<file path="config.mk">
export PLATFORM = sky130hd
export DESIGN_NAME = wb_burst_reader_flat
export DESIGN_NICKNAME = d
export VERILOG_FILES = /design/src/rtl/wb_burst_reader_if.sv /design/src/rtl/wb_burst_reader.sv /design/src/flat_wrapper.sv
export SDC_FILE = /design/constraint.sdc
export NUM_CORES = 1
export LEC_CHECK = 0
export CORE_MARGIN = 1
export CORE_UTILIZATION = 60
export DETAILED_ROUTE_END_ITERATION = 10
export PLACE_DENSITY = 0.93
export REMOVE_ABC_BUFFERS = 1
export SKIP_CTS_REPAIR_TIMING = 1
export SLEW_MARGIN = 20
export SYNTH_ARGS = -nofsm -noshare
export SYNTH_HDL_FRONTEND = slang
export SYNTH_SLANG_ARGS = --single-unit
</file>
<file path="constraint.sdc">
create_clock -name clk_i -period 13.55 [get_ports clk_i]
set_input_delay 2.71 -clock clk_i [delete_from_list [all_inputs] [get_ports clk_i]]
set_output_delay 2.71 -clock clk_i [all_outputs]
set_load 0.1 [all_outputs]
</file>
<file path="src/rtl/wb_burst_reader_if.sv">
// Wishbone B3 bus bundle shared by the burst reader and its slaves.
// Master drives cycle/strobe/address; slave returns ack/err/rty and data.
interface wishbone_b3 #(
  parameter int DW = 32,
  parameter int AW = 32
);
  logic          cyc;
  logic          stb;
  logic          we;
  logic [3:0]    sel;
  logic [AW-1:0] adr;
  logic [2:0]    cti;
  logic [1:0]    bte;
  logic [DW-1:0] dat_m2s;
  logic [DW-1:0] dat_s2m;
  logic          ack;
  logic          err;
  logic          rty;

  modport master (
    output cyc, stb, we, sel, adr, cti, bte, dat_m2s,
    input  ack, err, rty, dat_s2m
  );

  modport slave (
    input  cyc, stb, we, sel, adr, cti, bte, dat_m2s,
    output ack, err, rty, dat_s2m
  );
endinterface

</file>
<file path="src/rtl/wb_burst_reader.sv">
// Wishbone B3 burst reader: fetches a word block into a FIFO and
// streams it out, sizing each burst to the FIFO space left.
module wb_burst_reader #(
  parameter int data_width = 32,
  parameter int addr_width = 32,
  parameter int FIFO_DEPTH = 8,
  parameter int MAX_BURST  = 4
) (
  input  logic                  clk_i,
  input  logic                  rst_i,
  wishbone_b3.master            bus,
  input  logic                  start_i,
  input  logic [addr_width-1:0] base_addr_i,
  input  logic [15:0]           word_count_i,
  output logic                  busy_o,
  output logic                  done_o,
  output logic                  error_o,
  output logic [data_width-1:0] out_data_o,
  output logic                  out_valid_o,
  input  logic                  out_ready_i
);
  localparam int PW = $clog2(FIFO_DEPTH);
  localparam int BW = $clog2(MAX_BURST + 1);
  localparam int WA = addr_width - 2;

  typedef enum logic [2:0] {
    IDLE, PLAN, BURST, GAP, FINISH
  } state_t;

  state_t          state_q, state_d;
  logic [WA-1:0]   wadr_q, wadr_d;
  logic [15:0]     rem_q, rem_d;
  logic [BW-1:0]   beats_q, beats_d;
  logic            single_q, single_d;
  logic            err_q, err_d;
  logic            busy_q, busy_d;
  logic            done_q;

  logic [data_width-1:0] mem_q [FIFO_DEPTH];
  logic [PW-1:0]   wp_q, rp_q;
  logic [PW:0]     cnt_q;

  logic            push, pop, fault;
  logic [16:0]     free, plan_len;
  logic            unused_lsb;

  assign unused_lsb = ^base_addr_i[1:0];
  assign fault = bus.err | bus.rty;
  assign push  = (state_q == BURST) & bus.ack & ~fault;
  assign pop   = (cnt_q != '0) & out_ready_i;

  // A pop in the planning cycle already counts as freed space.
  always_comb begin
    free     = 17'(FIFO_DEPTH) - 17'(cnt_q) + 17'(pop);
    plan_len = {1'b0, rem_q};
    if (plan_len > 17'(MAX_BURST)) plan_len = 17'(MAX_BURST);
    if (plan_len > free)           plan_len = free;
  end

  always_ff @(posedge clk_i) begin
    if (rst_i) begin
      state_q  <= IDLE;
      wadr_q   <= '0;
      rem_q    <= '0;
      beats_q  <= '0;
      single_q <= 1'b0;
      err_q    <= 1'b0;
      busy_q   <= 1'b0;
      done_q   <= 1'b0;
    end else begin
      state_q  <= state_d;
      wadr_q   <= wadr_d;
      rem_q    <= rem_d;
      beats_q  <= beats_d;
      single_q <= single_d;
      err_q    <= err_d;
      busy_q   <= busy_d;
      done_q   <= (state_q == FINISH);
    end
  end

  always_comb begin
    state_d  = state_q;
    wadr_d   = wadr_q;
    rem_d    = rem_q;
    beats_d  = beats_q;
    single_d = single_q;
    err_d    = err_q;
    busy_d   = busy_q;
    unique case (state_q)
      IDLE: if (start_i) begin
        wadr_d  = base_addr_i[addr_width-1:2];
        rem_d   = word_count_i;
        err_d   = 1'b0;
        busy_d  = 1'b1;
        state_d = (word_count_i == 16'd0) ? FINISH : PLAN;
      end
      PLAN: if (plan_len != 17'd0) begin
        beats_d  = BW'(plan_len);
        single_d = (plan_len == 17'd1);
        state_d  = BURST;
      end
      BURST: begin
        if (fault) begin
          err_d   = 1'b1;
          state_d = FINISH;
        end else if (bus.ack) begin
          wadr_d  = wadr_q + WA'(1);
          rem_d   = rem_q - 16'd1;
          beats_d = beats_q - BW'(1);
          if (beats_q == BW'(1))
            state_d = (rem_q != 16'd1) ? GAP : FINISH;
        end
      end
      GAP: state_d = PLAN;
      FINISH: begin
        busy_d  = 1'b0;
        state_d = IDLE;
      end
      default: state_d = IDLE;
    endcase
  end

  always_comb begin
    bus.cyc     = (state_q == BURST);
    bus.stb     = bus.cyc;
    bus.we      = 1'b0;
    bus.sel     = 4'b1111;
    bus.bte     = 2'b00;
    bus.dat_m2s = '0;
    bus.adr     = {wadr_q, 2'b00};
    bus.cti     = 3'b000;
    if (state_q == BURST && !single_q)
      bus.cti = (beats_q == BW'(1)) ? 3'b111 : 3'b010;
  end

  always_ff @(posedge clk_i) begin
    if (push) mem_q[wp_q] <= bus.dat_s2m;
  end

  always_ff @(posedge clk_i) begin
    if (rst_i) begin
      wp_q  <= '0;
      rp_q  <= '0;
      cnt_q <= '0;
    end else begin
      if (push) wp_q <= wp_q + PW'(1);
      if (pop)  rp_q <= rp_q + PW'(1);
      if (push && !pop)      cnt_q <= cnt_q + (PW+1)'(1);
      else if (pop && !push) cnt_q <= cnt_q - (PW+1)'(1);
    end
  end

  assign busy_o      = busy_q;
  assign done_o      = done_q;
  assign error_o     = err_q;
  assign out_data_o  = mem_q[rp_q];
  assign out_valid_o = (cnt_q != '0);
endmodule

</file>
<file path="src/flat_wrapper.sv">
// flat-port wrapper written by rule: the top's interface ports become plain ports
module wb_burst_reader_flat 
#(
  parameter int data_width = 32,
  parameter int addr_width = 32,
  parameter int FIFO_DEPTH = 8,
  parameter int MAX_BURST  = 4
)
  (clk_i, rst_i, start_i, base_addr_i, word_count_i, busy_o, done_o, error_o, out_data_o, out_valid_o, out_ready_i, bus_cyc, bus_stb, bus_we, bus_sel, bus_adr, bus_cti, bus_bte, bus_dat_m2s, bus_ack, bus_err, bus_rty, bus_dat_s2m);
  wishbone_b3 #(.DW(32), .AW(32)) bus_i ();
  input  logic clk_i;
  input  logic rst_i;
  input  logic start_i;
  input  logic [addr_width-1:0] base_addr_i;
  input  logic [15:0] word_count_i;
  output logic busy_o;
  output logic done_o;
  output logic error_o;
  output logic [data_width-1:0] out_data_o;
  output logic out_valid_o;
  input  logic out_ready_i;
  output wire logic [$bits(bus_i.cyc)-1:0] bus_cyc;
  output wire logic [$bits(bus_i.stb)-1:0] bus_stb;
  output wire logic [$bits(bus_i.we)-1:0] bus_we;
  output wire logic [$bits(bus_i.sel)-1:0] bus_sel;
  output wire logic [$bits(bus_i.adr)-1:0] bus_adr;
  output wire logic [$bits(bus_i.cti)-1:0] bus_cti;
  output wire logic [$bits(bus_i.bte)-1:0] bus_bte;
  output wire logic [$bits(bus_i.dat_m2s)-1:0] bus_dat_m2s;
  input wire logic [$bits(bus_i.ack)-1:0] bus_ack;
  input wire logic [$bits(bus_i.err)-1:0] bus_err;
  input wire logic [$bits(bus_i.rty)-1:0] bus_rty;
  input wire logic [$bits(bus_i.dat_s2m)-1:0] bus_dat_s2m;
  assign bus_cyc = bus_i.cyc;
  assign bus_stb = bus_i.stb;
  assign bus_we = bus_i.we;
  assign bus_sel = bus_i.sel;
  assign bus_adr = bus_i.adr;
  assign bus_cti = bus_i.cti;
  assign bus_bte = bus_i.bte;
  assign bus_dat_m2s = bus_i.dat_m2s;
  assign bus_i.ack = bus_ack;
  assign bus_i.err = bus_err;
  assign bus_i.rty = bus_rty;
  assign bus_i.dat_s2m = bus_dat_s2m;
  wb_burst_reader #(.data_width(data_width), .addr_width(addr_width), .FIFO_DEPTH(FIFO_DEPTH), .MAX_BURST(MAX_BURST)) u_core (.clk_i(clk_i), .rst_i(rst_i), .bus(bus_i), .start_i(start_i), .base_addr_i(base_addr_i), .word_count_i(word_count_i), .busy_o(busy_o), .done_o(done_o), .error_o(error_o), .out_data_o(out_data_o), .out_valid_o(out_valid_o), .out_ready_i(out_ready_i));
endmodule
</file>
==> impl_metrics.prom <==
# TYPE chip_impl_metric gauge
chip_impl_metric{name="cellPowerDensity",unit="nW/µm²"} 185
chip_impl_metric{name="timing.critical_path.fanout_max",unit=""} 38
chip_impl_metric{name="core",unit="µm²"} 24200
chip_impl_metric{name="synth.cell_area",unit="µm²"} 14700
chip_impl_info{name="outcome",value="finished clean"} 1
chip_impl_metric{name="slew_headroom",unit="%"} 29.3
chip_impl_metric{name="worst_slew_pin_slew",unit="ns"} 1.06
chip_impl_metric{name="global_route.usage.total",unit="%"} 27.0
chip_impl_metric{name="syn_avg_cell_area",unit="µm²"} 14.0
chip_impl_info{name="timing_worst_setup_path_type",value="reg -> out"} 1
chip_impl_metric{name="final_layout_size_suffix_gt1_share",unit="%"} 15.5
chip_impl_metric{name="num_rows",unit=""} 57
chip_impl_metric{name="critPathRequiredTime",unit="ns"} 10.84
chip_impl_info{name="worst_setup_path_end_kind",value="output pin"} 1
chip_impl_info{name="post_synth_most_frequent_cells",value="edfxtp_1 (256), dfxtp_1 (69), nand2_1 (69), nor2_1 (68), mux4_2 (64)"} 1
chip_impl_metric{name="antenna_found_initial",unit=""} 2
chip_impl_metric{name="synth_async_sr_flop_share",unit="%"} 0
chip_impl_metric{name="port_buffers",unit=""} 155
chip_impl_info{name="synth.most_common_cell",value="edfxtp_1"} 1
chip_impl_metric{name="dp_worst_setup_slack",unit="ns"} 7.13
chip_impl_metric{name="gp_routability_congestion",unit=""} 0.855
chip_impl_metric{name="totalWireLength",unit="mm"} 33.8
chip_impl_metric{name="die_area",unit="µm²"} 25200
chip_impl_metric{name="setup_violations",unit=""} 0
chip_impl_metric{name="max_cap_viol_count",unit=""} 0
chip_impl_metric{name="nets",unit=""} 1329
chip_impl_metric{name="initial_core_util",unit="%"} 61.0
chip_impl_info{name="ctsRootBufferMaster",value="clkbuf_16"} 1
chip_impl_metric{name="clock.fmax",unit="MHz"} 151
chip_impl_metric{name="grt_start_max_net_pins",unit=""} 77
chip_impl_metric{name="dp.final_hpwl",unit="mm"} 19.7
chip_impl_metric{name="ys_seq_area_share",unit="%"} 61.5
chip_impl_metric{name="detail_route.drc_violations",unit=""} 0
chip_impl_metric{name="final.setup.tns",unit="ns"} 0
chip_impl_info{name="synthTopCellsByArea",value="edfxtp_1 (52%), mux4_2 (9.8%), dfxtp_1 (9.4%)"} 1
chip_impl_metric{name="vias_in_the_first_global_route",unit=""} 9516
chip_impl_metric{name="synth-edff-count",unit=""} 256
chip_impl_metric{name="antenna-diode-count",unit=""} 0
chip_impl_metric{name="static-leakage-power",unit="µW"} 0.00576
chip_impl_metric{name="layout.filler_cells",unit=""} 1504
chip_impl_metric{name="global_route_wire_length_before_repair",unit="mm"} 52.7
chip_impl_metric{name="final_critical_path_setup_slack",unit="ns"} 6.95
chip_impl_metric{name="clock-sinks",unit=""} 325
chip_impl_info{name="clock_tree_from_tritoncts",value="done"} 1
chip_impl_metric{name="synth_cell_type_count",unit=""} 73
chip_impl_info{name="yosys_most_used_dff",value="edfxtp_1"} 1
chip_impl_metric{name="fin_skew",unit="ns"} 0.00756
chip_impl_metric{name="detail_route.wl_per_cell",unit="µm"} 21.7
chip_impl_metric{name="ff_latch_count_synth",unit=""} 325
chip_impl_metric{name="postSynthCellCount",unit=""} 1052
chip_impl_metric{name="htreeDepth",unit=""} 1
chip_impl_metric{name="drtPass1Iterations",unit=""} 5
chip_impl_metric{name="tritoncts.num_buffers",unit=""} 31
chip_impl_metric{name="final-hold-violation-count",unit=""} 0
chip_impl_metric{name="final_max_slew_viol_count",unit=""} 0
chip_impl_metric{name="layout_worst_path_cycle_share",unit="%"} 48.7
chip_impl_metric{name="io_pins",unit=""} 199
chip_impl_metric{name="final_antenna_net_count",unit=""} 0
chip_impl_metric{name="worst_ep_arrival_time",unit="ns"} 3.89
chip_impl_metric{name="clock_tree.buffer_depth",unit=""} 3
chip_impl_metric{name="yosys_warnings",unit=""} 0
chip_impl_metric{name="fp.dieH",unit="µm"} 159
chip_impl_info{name="worst_hold_path_type",value="reg -> reg"} 1
chip_impl_metric{name="vdd.ir_drop.worst",unit="mV"} 0.133
chip_impl_metric{name="chipWidth",unit="µm"} 159
chip_impl_info{name="synth_top_area_cell",value="edfxtp_1"} 1
chip_impl_metric{name="vias",unit=""} 9590
chip_impl_metric{name="clk_pin_slew",unit="ns"} 0.06
chip_impl_metric{name="initialDrtViolationCount",unit=""} 848
chip_impl_info{name="unrepaired_setup_endpoints_after_global_routing",value="false"} 1
chip_impl_metric{name="post-route-min-period",unit="ns"} 6.60
chip_impl_metric{name="synth_top_area_share",unit="%"} 52.1
chip_impl_metric{name="route.detailed.vias_per_inst",unit=""} 6.17
chip_impl_info{name="cp-start-kind",value="flip-flop"} 1
chip_impl_metric{name="globalRouteOverflowTotal",unit=""} 0
chip_impl_metric{name="clk-insertion-delay-late",unit="ns"} 0.54
chip_impl_metric{name="area.growth.synth_to_final",unit="%"} 18.0
worst max-delay path: stages, from the launching register on:
cell	delay [ns]
dfxtp_4	0.71
buf_4	0.70
mux4_2	0.63
mux2_2	0.29
clkdlybuf4s50_1	0.98
cell usage in the layout, fill, tap and decap left out, drive strengths merged, types with 4 or more instances in the layout:
master         instances
a211oi                17
a21o                   9
a21oi                 62
a22oi                  8
a31oi                  6
and2                   8
and3                   8
and4                   4
buf                   16
clkbuf                39
clkdlybuf4s50        154
clkinv                13
clkinvlp               4
conb                  54
dfxtp                 69
edfxtp               256
ha                    34
inv                   21
mux2                  36
mux2i                  4
mux4                  64
nand2                 70
nand2b                 4
nand3                 20
nand4                 15
nor2                  68
nor2b                  5
nor3                  25
nor4                  10
o211ai                 5
o21ai                 44
o22ai                 10
o31ai                 10
or2                    5
or3                    4
xnor2                  6
flip-flops by register name, indices dropped and copies added (netlist names), 3 cells and up, named ones only:
register and count:
u_core.state_q 3, u_core.wadr_q 30, u_core.rp_q 3, u_core.cnt_q 4, u_core.beats_q 3, u_core.mem_q 256, u_core.wp_q 3, u_core.rem_q 16
cell families after synthesis:
family | share of synthesized area (%)
flops | 61.5
simple gates | 9.16
compound gates | 8.24
buf+inv | 4.51
mux | 12.8
fa+ha+maj | 3.02
xor+xnor | 0.696
other cells | 0.0509
path summary, 6_finish.rpt:
path                            end  depth (start not counted)            start  slack, ns
setup / recovery     out_data_o[17]                          4        flip-flop       6.95
hold / removal      u_core.single_q                          2  u_core.single_q       0.48
setup reg to reg  u_core.beats_q[2]                         18  u_core.cnt_q[0]       8.99
hold reg to reg     u_core.single_q                          2  u_core.single_q       0.48
power breakdown:
part | switching (µW) | internal [µW]
Clock | 353 | 437
Sequential | 79.7 | 1120
Combinational | 818 | 408
per-stage QoR:
| stage | cells | utilization (%) | instance area, µm² | hold slack (ns) | power (µW) |
|---|---|---|---|---|---|
| floorplan | 1004 | - | 14400 | 0.436 | 2180 |
| global placement | 1498 | 68.2 | 16500 | 0.457 | 2410 |
| detailed placement | 1498 | 68.2 | 16500 | 0.465 | 2440 |
| CTS | 1555 | 72.0 | 17400 | 0.476 | 3230 |
| global route | 1555 | 72.0 | 17400 | 0.512 | 3350 |
| finish | 1555 | 72.0 | 17400 | 0.482 | 3220 |
cell type report:
cell class	instances	area, µm²	share of cell area, %
Sequential cell	325	9070	52.2
Multi-Input combinational cell	658	5260	30.2
Timing Repair Buffer	170	1660	9.54
Clock buffer	39	806	4.63
Tap cell	324	405	2.33
Clock inverter	18	111	0.640
Inverter	21	85.1	0.489
metal layers:
layer  track usage (%)  up-vias  wire (µm)
li1                  -     4293          -
met2              49.7      465      17800
met4              5.69        4        535
met1              33.2     4771      12900
met5                 0        -         23
met3              4.44       57       2490
Note: power is estimated with default switching activity, not from simulation.
